**src/rtl/dir_link_tx.sv**
```systemverilog
// dir_link_tx: frames the local player direction on each game tick
// and hands the bytes to a valid/ready byte transmitter.
package dir_link_pkg;
    typedef enum logic {
        MENU = 1'b0,
        GAME = 1'b1
    } game_mode;

    typedef enum logic [2:0] {
        NONE  = 3'b000,
        UP    = 3'b001,
        DOWN  = 3'b010,
        RIGHT = 3'b011,
        LEFT  = 3'b100
    } direction;
endpackage

module dir_link_tx
    import dir_link_pkg::*;
#(
    parameter bit SEND_NONE = 1'b1
) (
    input  logic       clk,
    input  logic       rst_n,
    input  logic       clk_div,
    input  game_mode   mode,
    input  direction   dir1,
    output logic [7:0] tx_data,
    output logic       tx_valid,
    input  logic       tx_ready,
    output logic       sent,
    output logic       overrun
);
    localparam logic [0:0] S_IDLE = 1'b0;
    localparam logic [0:0] S_SEND = 1'b1;

    logic [0:0] state_q, state_d;
    logic       sync0_q, sync1_q, hist_q;
    game_mode   mode_q;
    logic [7:0] data_q, data_d;
    logic [1:0] seq_q, seq_d;
    logic       pend_v_q, pend_v_d;
    logic [2:0] pend_dir_q, pend_dir_d;
    logic       start_q, start_d;
    logic       sent_q, sent_d;
    logic       over_q, over_d;
    logic       tick, m2g, g2m, tick_ok, hs, direct;

    // marker, seq, dir, start flag, then even parity over the byte
    function automatic logic [7:0] frame(
        input logic [1:0] s,
        input logic [2:0] d,
        input logic       st
    );
        logic [6:0] f;
        f = {1'b1, s, d, st};
        return {f, ^f};
    endfunction

    assign tick    = sync1_q & ~hist_q;
    assign m2g     = (mode == GAME) && (mode_q == MENU);
    assign g2m     = (mode == MENU) && (mode_q == GAME);
    assign tick_ok = tick && (mode == GAME) && !m2g
                     && (SEND_NONE || (dir1 != NONE));
    assign hs      = (state_q == S_SEND) && tx_ready;

    // synchronize the game tick and remember the previous mode
    always_ff @(posedge clk or negedge rst_n) begin
        if (!rst_n) begin
            sync0_q <= 1'b0;
            sync1_q <= 1'b0;
            hist_q  <= 1'b0;
            mode_q  <= MENU;
        end else begin
            sync0_q <= clk_div;
            sync1_q <= sync0_q;
            hist_q  <= sync1_q;
            mode_q  <= mode;
        end
    end

    // frame sourcing, handshake, pending slot and seq bookkeeping
    always_comb begin
        state_d    = state_q;
        data_d     = data_q;
        seq_d      = seq_q;
        pend_v_d   = pend_v_q;
        pend_dir_d = pend_dir_q;
        start_d    = start_q;
        sent_d     = 1'b0;
        over_d     = over_q;
        direct     = 1'b0;
        if (state_q == S_IDLE) begin
            if (m2g || start_q) begin
                data_d  = frame(2'd0, NONE, 1'b1);
                state_d = S_SEND;
                start_d = 1'b0;
            end else if (pend_v_q) begin
                data_d   = frame(seq_q, pend_dir_q, 1'b0);
                state_d  = S_SEND;
                pend_v_d = 1'b0;
            end else if (tick_ok) begin
                data_d  = frame(seq_q, dir1, 1'b0);
                state_d = S_SEND;
                direct  = 1'b1;
            end
        end else if (hs) begin
            state_d = S_IDLE;
            sent_d  = 1'b1;
            // a start frame always leaves seq at 1
            seq_d   = data_q[1] ? 2'd1 : seq_q + 2'd1;
        end
        if (m2g) begin
            seq_d    = 2'd0;
            pend_v_d = 1'b0;
            over_d   = 1'b0;
            // in SEND the start frame waits for the current handshake
            if (state_q == S_SEND) begin
                start_d = 1'b1;
            end
        end
        if (g2m) begin
            pend_v_d = 1'b0;
            start_d  = 1'b0;
        end
        if (tick_ok && !direct) begin
            if (pend_v_d) begin
                over_d = 1'b1;
            end
            pend_v_d   = 1'b1;
            pend_dir_d = dir1;
        end
    end

    // state registers; reset aborts SEND at once
    always_ff @(posedge clk or negedge rst_n) begin
        if (!rst_n) begin
            state_q    <= S_IDLE;
            data_q     <= 8'h00;
            seq_q      <= 2'd0;
            pend_v_q   <= 1'b0;
            pend_dir_q <= 3'b000;
            start_q    <= 1'b0;
            sent_q     <= 1'b0;
            over_q     <= 1'b0;
        end else begin
            state_q    <= state_d;
            data_q     <= data_d;
            seq_q      <= seq_d;
            pend_v_q   <= pend_v_d;
            pend_dir_q <= pend_dir_d;
            start_q    <= start_d;
            sent_q     <= sent_d;
            over_q     <= over_d;
        end
    end

    assign tx_data  = data_q;
    assign tx_valid = (state_q == S_SEND);
    assign sent     = sent_q;
    assign overrun  = over_q;
endmodule

```
**config.mk**
```make
export PLATFORM = sky130hd
export DESIGN_NAME = dir_link_tx
export DESIGN_NICKNAME = d
export VERILOG_FILES = /design/src/rtl/dir_link_tx.sv
export SDC_FILE = /design/constraint.sdc
export NUM_CORES = 1
export LEC_CHECK = 0
export ABC_AREA = 1
export CAP_MARGIN = 20
export CORE_ASPECT_RATIO = 0.6
export CORE_MARGIN = 2
export CORE_UTILIZATION = 45
export DETAILED_ROUTE_END_ITERATION = 8
export PLACE_DENSITY = 0.8
export SETUP_SLACK_MARGIN = 0.5
export SLEW_MARGIN = 30
export SYNTH_ARGS = -nofsm -noshare
export SYNTH_HDL_FRONTEND = slang
export SYNTH_SLANG_ARGS = --single-unit
```
**constraint.sdc**
```tcl
create_clock -name clk -period 1.05 [get_ports clk]
set_input_delay 0.1575 -clock clk [delete_from_list [all_inputs] [get_ports clk]]
set_output_delay 0.1575 -clock clk [all_outputs]
set_load 0.01 [all_outputs]
```
# After elaboration in Yosys (flattened, before gate mapping)
# Index checks and enable logic that the tools add are counted.
# W data, S select, Z words.
dict set report op_classes {
  addsub 1
  n_mux 30
  n_bitwise 5
  reduce_logical 16
}
# op count
set ops {}
lappend ops {{$mux W8} 3}
lappend ops {{$mux W1} 23}
lappend ops {{$reduce_xor A7 Y1} 2}
lappend ops {{$mux W2} 4}
lappend ops {{$logic_and A1 B1 Y1} 6}
lappend ops {{$not A1 Y1} 4}
lappend ops {{$reduce_and A2 Y1} 2}
lappend ops {{$reduce_bool A2 Y1} 2}
lappend ops {{$reduce_bool A3 Y1} 1}
lappend ops {{$add A2 B1 Y2 const B} 1}
lappend ops {{$logic_not A1 Y1} 2}
lappend ops {{$and A1 B1 Y1} 1}
lappend ops {{$logic_or A1 B1 Y1} 1}
dict set report totals {
  ff_bits 22
  in_bits 8
}

# Logic depth before layout (Yosys ltp)
# Gate-level depths: netlist (run 1).
dict set report logic_depth {
  word_depth 11
  ltp_mapped 9
  ltp_nobuf 9
}

# Least setup slack after synthesis (run 1)
# No wires, ideal clock.
dict set report synth_timing {
  kind {flip-flop to flip-flop}
  from {register pend_v_q}
  to {register state_q, in the netlist tx_valid}
  setup_time_ps 136
  arrival_time_ps 981
  t_required_ps 914
  path_slack_ps -67
  stages_incl_launch_ff 6
  n_path_buf 1
  synth_period_minus_slack_ps 1117
  cell_sequence {dfrtp_1 > buf_6 > inv_1 > nand2_2 > o21ai_4 > o21ai_0}
}
dict set report synth_between {
  elab_chain_len 3
}
# item line
set synth_rtl {}
lappend synth_rtl {{from (decl)} 42} ;# logic pend_v_q, pend_v_d;
lappend synth_rtl {{from (signal assigned)} 150} ;# pend_v_q <= pend_v_d;
lappend synth_rtl {{$mux W1} 98} ;# end else if (pend_v_q) begin
lappend synth_rtl {{$mux W1} 94} ;# if (m2g || start_q) begin
lappend synth_rtl {{$mux W1} 93} ;# if (state_q == S_IDLE) begin
lappend synth_rtl {{via state_d} 37} ;# logic [0:0] state_q, state_d;
lappend synth_rtl {{to (signal assigned)} 147} ;# state_q <= state_d;
lappend synth_rtl {{to (decl)} 37}
# The timed path passes the listed nets, and every way through them passes these cells.
# A chain may end at the register's enable or synchronous reset.

# Worst setup path in the final report (run 1)
dict set report layout_timing {
  from {register mode_q}
  to {register data_q[0], in the netlist tx_data[0]}
}
dict set report layout_between {
  elab_chain_len 6
}
# item line
set layout_rtl {}
lappend layout_rtl {{from (decl)} 39} ;# game_mode mode_q;
lappend layout_rtl {{from (signal assigned)} 78} ;# mode_q <= mode;
lappend layout_rtl {{$not A1 Y1 *} 61} ;# assign m2g = (mode == GAME) && (mode_q == MENU);
lappend layout_rtl {{$logic_and A1 B1 Y1 *} 61}
lappend layout_rtl {{$logic_not A1 Y1} 63} ;# assign tick_ok = tick && (mode == GAME) && !m2g
lappend layout_rtl {{$logic_and A1 B1 Y1} 63}
lappend layout_rtl {{$reduce_bool A3 Y1 (no line)} -}
lappend layout_rtl {{$reduce_and A2 Y1 (no line)} -}
lappend layout_rtl {{to (signal assigned)} 148} ;# data_q <= data_d;
lappend layout_rtl {{to (decl)} 40} ;# logic [7:0] data_q, data_d;
# Mark *: on every way between the ends. The rest lies on a longest branch, timed or not.

==> metrics, run 1 <==
outcome finished with violations; failing checks negative setup slack; post-synthesis cell type count 23; Clk pwr share 0.275; met2 wire length 1139 µm; grt ovf 0; H-tree depth 1; Critical Path Source Type register; Synth area leaders dfrtp_1, nand2_1, inv_1, o21ai_0, nand3_1; Final setup viols 14; CTS clock-pin slew for the worst setup and hold paths 80 ps; vias in the first global route 824; Max stage delay on crit path 370 ps; Tightest Hold Check Type primary input to async pin; Clock Sinks 22; Sw Ratio 0.3161; Slew HR 0.8504; cell row count 13; Overall Global Routing Usage 0.1978; drt first-iter violations 48; DRC Markers 0; largest net degree at the start of global routing 23; Die Y 40.42 µm; starting density of the core 0.4668; Max-Cap Viols 0; Routed wire per std cell 12.93 µm; Req. time, crit path 1260 ps; worst setup margin -135.2 ps; Power Density 1915 nW/µm²; via/cell ratio 4.737; die width 64.70 µm; worst slew pin tran 223.8 ps; Antenna Nets Post-Route 0; DRT Wirelength 2315 µm; Detailed Routing Iterations Pass 1 4; Pleak 0.0007584 µW; Synth-to-Final Area Change 48.93%; Post-Syn Nets 116; fin crit share 1.129; reg2reg start mode_q; io pins 19; Final Hold Vio Count 0; Psw 896.6 µW; Reg2Reg Setup Slack -140 ps; syn_area_per_cell 9.210 µm²; CTS Root Cell clkbuf_8; ys flop type dfrtp_1; antenna cells 0; Worst IR Drop VDD 1.203 mV; min cycle time layout 1185 ps; crit path kind register to register; crit path max fanout 6; fillcell total 162; Post-synth EDFFs 0; WL met1 1034 µm; Clock Latency Late Sink 270 ps; internal power 1940 µW; Peak Freq 843.7 MHz; Pins Over Slew Limit 0; Comb pwr share 0.334; synth cell count leaders nand2_1, dfrtp_1, inv_1; DP Wirelength 1622 µm; CTS max path bufs 2; Synth Register Bits 22; initial antenna violation count 0; CTS tree built; DR vias 848; WL met3 125 µm; post-synthesis async set-or-reset flop share 1.000; Crit. Startpoint mode_q; Sequential Power Share 0.391; uppermost routed layer met4; synth warn 0; crit-path cells inv_2 > nand2_4 > inv_4 > nor2_8 > buf_4 > nand3_4 > inv_2 > nand3_1 > nand2_1; post-synth top area cell dfrtp_1; Mapped Area 994.7 µm²; share of cells above drive strength 1 0.3758; top cell type's share of synthesized area 0.5535; Setup crit end kind register; sequential area share after synthesis 0.5535; first-pass GRT wire length 3663 µm; die area 2615 µm²; Setup TNS -1317 ps; core area 2131 µm²; Slowest-stage cell, CP dfrtp_1; PortBufs 18; RSZ-0062 raised after global routing yes; Final Skew 8.425 ps; cell repeated most along the worst path inv_2; Mapped Cells 108; Arr. time, crit path 1400 ps; count leader, synth nand2_1; CTS buffer count 3; nets@finish 158; GPL Wtd Cong 0.8468; pre-CTS WS -445.2 ps
[cell type report]
class	instances	area (µm²)	area share
inverter	19	78.83	0.05321
clock buffer	3	41.29	0.02787
tap	30	37.54	0.02534
clock inverter	1	30.03	0.02027
multi-input combinational	67	440.4	0.2973
sequential	22	550.5	0.3716
timing repair buffer	37	302.8	0.2044
[critical path, delay by kind of cell (launching register included)]
family,cells,cell delay (ps)
buffers and inverters,4,330
DFF,1,370
and+or+nand+nor,5,430
[cell families after synthesis]
logic type	share of synthesized area
flops	0.5535
xor+xnor	0.008807
buf+inv	0.08554
simple gates	0.2226
compound gates	0.1296
[power by group through the flow]
stage	sequential [µW]	clock [µW]	combinational, µW
2_1_floorplan	1150	0	359
3_3_place_gp	1110	0	759
3_5_place_dp	1120	0	795
4_1_cts	1100	790	862
5_1_grt	1130	821	1040
6_report	1110	781	948
[through the flow]
stage	hold WS, ps	area [µm²]	utilization	power, µW	std cells
final	222.0	1481	0.6952	2837	179
after global routing	238.9	1481	0.6952	2993	179
after CTS	227.3	1419	0.6659	2756	177
after detailed placement	362.1	1304	0.6119	1912	167
after global placement	332.3	1304	0.6119	1868	167
after floorplan	-138.1	994.7	-	1511	108
[routing by layer]
layer  global-route usage  up-vias
li1                     -      424
met2               0.3620       21
met1               0.2417      401
met3              0.06461        2
met4              0.03191        0
met5                    0        -
[cell usage in the layout, fill, tap and decap left out, types with 2 or more instances in the layout]
cell type         n
clkbuf_8          3
inv_1            13
nand2_1          27
nor2_1            2
buf_4            15
inv_2             3
nand2_4           6
o21ai_1          10
nand3_1           7
buf_2             9
o21ai_0           3
buf_6             5
inv_4             3
clkdlybuf4s50_1   6
o21ai_4           2
dfrtp_1          22
[sequential cells by signal, indices dropped and copies added (netlist names)]
register and flops:
hist_q 1, sync0_q 1, tx_data 8, sent 1
pend_dir_q 3, start_q 1, mode_q 1, tx_valid 1
sync1_q 1, pend_v_q 1, overrun 1, seq_q 2
[worst paths after layout]
check | end | cells past startpoint
max | tx_data[0] | 9
min | sent | 2
max reg2reg | tx_data[0] | 9
min reg2reg | sync1_q | 0
max in group asynchronous | pend_v_q | 2
min in group clk | mode_q | 1
[repair_timing]
item                                    in CTS  in global routing
hold buffers                                 0                  0
resized for setup                           58                 11
gates cloned                                 1                  0
pin swaps                                    5                 10
buffers inserted                             5                  2
endpoints found under the setup margin      29                 29
(Power assumes the default switching activity.)
==> inputs of run 2 (changes only) <==
Settings changed: SKIP_LAST_GASP set to 1.
==> run 2 against run 1 <==
  * The flow still finishes with violations (negative setup slack)
  * Fmax barely moved
  * Clock skew about the same
  * Final area is the same
==> metrics, run 2 (synthesis gave the netlist of run 1 again) <==
Synth-to-Final Area Change 48.93% (unchanged); DRT Wirelength 2318 µm (was 2315 µm); share of cells above drive strength 1 0.3758 (unchanged); Clock Latency Late Sink 270 ps (about the same); outcome finished with violations (unchanged); worst reg2reg endpoint tx_data[0] (unchanged); Setup crit end kind register (unchanged); PortBufs 18 (unchanged); Detailed Routing Iterations Pass 1 4 (unchanged); RSZ-0062 raised after global routing yes (unchanged); Routed wire per std cell 12.95 µm (was 12.93 µm); final cell count without fillers 179 (unchanged); Slew HR 0.8504 (unchanged); reg2reg path depth 9 (unchanged); Final Hold Vio Count 0 (unchanged); Pleak 0.0007584 µW (about the same); Tightest Hold Check Type primary input to async pin (unchanged); die width 64.70 µm (unchanged); Clock Sinks 22 (unchanged); max reg flops 8 (unchanged); starting density of the core 0.4668 (unchanged); Peak Freq 844.0 MHz (was 843.7 MHz); H-tree depth 1 (unchanged); antenna cells 0 (unchanged); Pins Over Slew Limit 0 (unchanged); Antenna Nets Post-Route 0 (unchanged); first-pass GRT wire length 3691 µm (was 3663 µm); vias in the first global route 829 (was 824); die area 2615 µm² (unchanged); Final setup viols 14 (unchanged); cell row count 13 (unchanged); io pins 19 (unchanged); reg2reg start mode_q (unchanged); Max-Cap Viols 0 (unchanged); Final Skew 8.501 ps (was 8.425 ps); crit path kind register to register (unchanged); DP Wirelength 1622 µm (unchanged); commonest non-fill, non-tap cell in the layout nand2_1 (unchanged); CTS buffer count 3 (unchanged); DRC Markers 0 (unchanged); worst slew pin tran 223.8 ps (about the same); CTS Root Cell clkbuf_8 (unchanged); final hold slack 221.7 ps (was 222.0 ps); grt ovf 0 (unchanged); Req. time, crit path 1260 ps (about the same); Worst IR Drop VDD 1.203 mV (about the same); core area 2131 µm² (unchanged); CTS tree built (unchanged); GPL Wtd Cong 0.8468 (unchanged); initial antenna violation count 0 (unchanged); min cycle time layout 1185 ps (about the same); Reg2Reg Setup Slack -130 ps (was -140 ps); via/cell ratio 4.737 (unchanged); Power Density 1915 nW/µm² (about the same); worst setup margin -134.9 ps (was -135.2 ps); drt first-iter violations 48 (unchanged); crit path max fanout 6 (unchanged); failing checks negative setup slack (unchanged); DR vias 848 (unchanged); Arr. time, crit path 1400 ps (about the same); nets@finish 158 (unchanged); most frequent cells in the layout nand2_1, dfrtp_1, buf_4 (unchanged); Tot Pwr 2838 µW (was 2837 µW); Overall Global Routing Usage 0.1991 (was 0.1978); Critical Path Source Type register (unchanged); fin crit share 1.128 (was 1.129); CTS clock-pin slew for the worst setup and hold paths 80 ps (about the same); largest net degree at the start of global routing 23 (unchanged); CTS max path bufs 2 (unchanged); placed cell count 167 (unchanged); Die Y 40.42 µm (unchanged)
==> run 2: repair_timing <==
item / 4_1_cts / 5_1_grt
hold endpoints to repair: 0 / 0
pin swaps: 5 / 10
gates cloned: 1 / 0
endpoints found under the setup margin: 29 / 29
buffers inserted: 5 / 2
resized for setup: 54 / 14
hold buffers: 0 / 0
==> run 2: cell type report <==
cell class	instances	area (µm²)
fillers	162	649.4
clock inverters	1	30.03
repair buffers	37	302.8
inverters	19	78.83
multi-input cells	67	440.4
well taps	30	37.54
flip-flops and latches	22	550.5
clock buffers	3	41.29
==> run 2: power by group <==
| part | internal (µW) | leakage (µW) | switching, µW |
|---|---|---|---|
| sequential | 996 | 0.000278 | 113 |
| clock | 509 | 0.0000357 | 271 |
| combinational | 434 | 0.000444 | 514 |
==> run 2: stage by stage <==
| stage | worst slack (ps) | util | cell area [µm²] | TNS, ps |
|---|---|---|---|---|
| finish | -134.9 | 0.6952 | 1481 | -1312 |
| detailed placement | -445.2 | 0.6119 | 1304 | -6494 |
| CTS | -124.9 | 0.6659 | 1419 | -1228 |
| global placement | -415.2 | 0.6119 | 1304 | -5946 |
| global route | -229.6 | 0.6952 | 1481 | -2679 |
| floorplan | -17.44 | - | 994.7 | -58.48 |
==> run 2: layer usage <==
metal,vias up,track usage,part of all wire
met2,21,0.3646,0.49
met4,0,0.03191,0.0069
met3,2,0.06461,0.054
li1,424,-,-
met5,-,0,0
met1,401,0.2434,0.45
==> run 2: worst max-delay path, stage by stage (launching register included) <==
cell and delay [ps]:
dfrtp_1 370, inv_2 60, nand2_4 60, inv_4 40, nor2_8 130, buf_4 140
nand3_4 110, inv_2 90, nand3_1 70, nand2_1 60
==> run 2: worst max path at each step <==
stage          startpoint             to  slack [ps]  cells past startpoint
6_report           mode_q     tx_data[0]        -130                      9
3_5_place_dp         mode     tx_data[3]        -450                      8
3_3_place_gp         mode     tx_data[5]        -420                      8
5_1_grt            mode_q  pend_dir_q[1]        -230                      8
4_1_cts            mode_q  pend_dir_q[1]        -120                      8
2_1_floorplan      mode_q       tx_valid         -20                      7
==> inputs of run 3 (changes only) <==
Settings changed: CTS_CLUSTER_DIAMETER set to 50.
==> results of run 3 <==
Same layout as run 2: the final DEF is identical, and so are final timing and power.
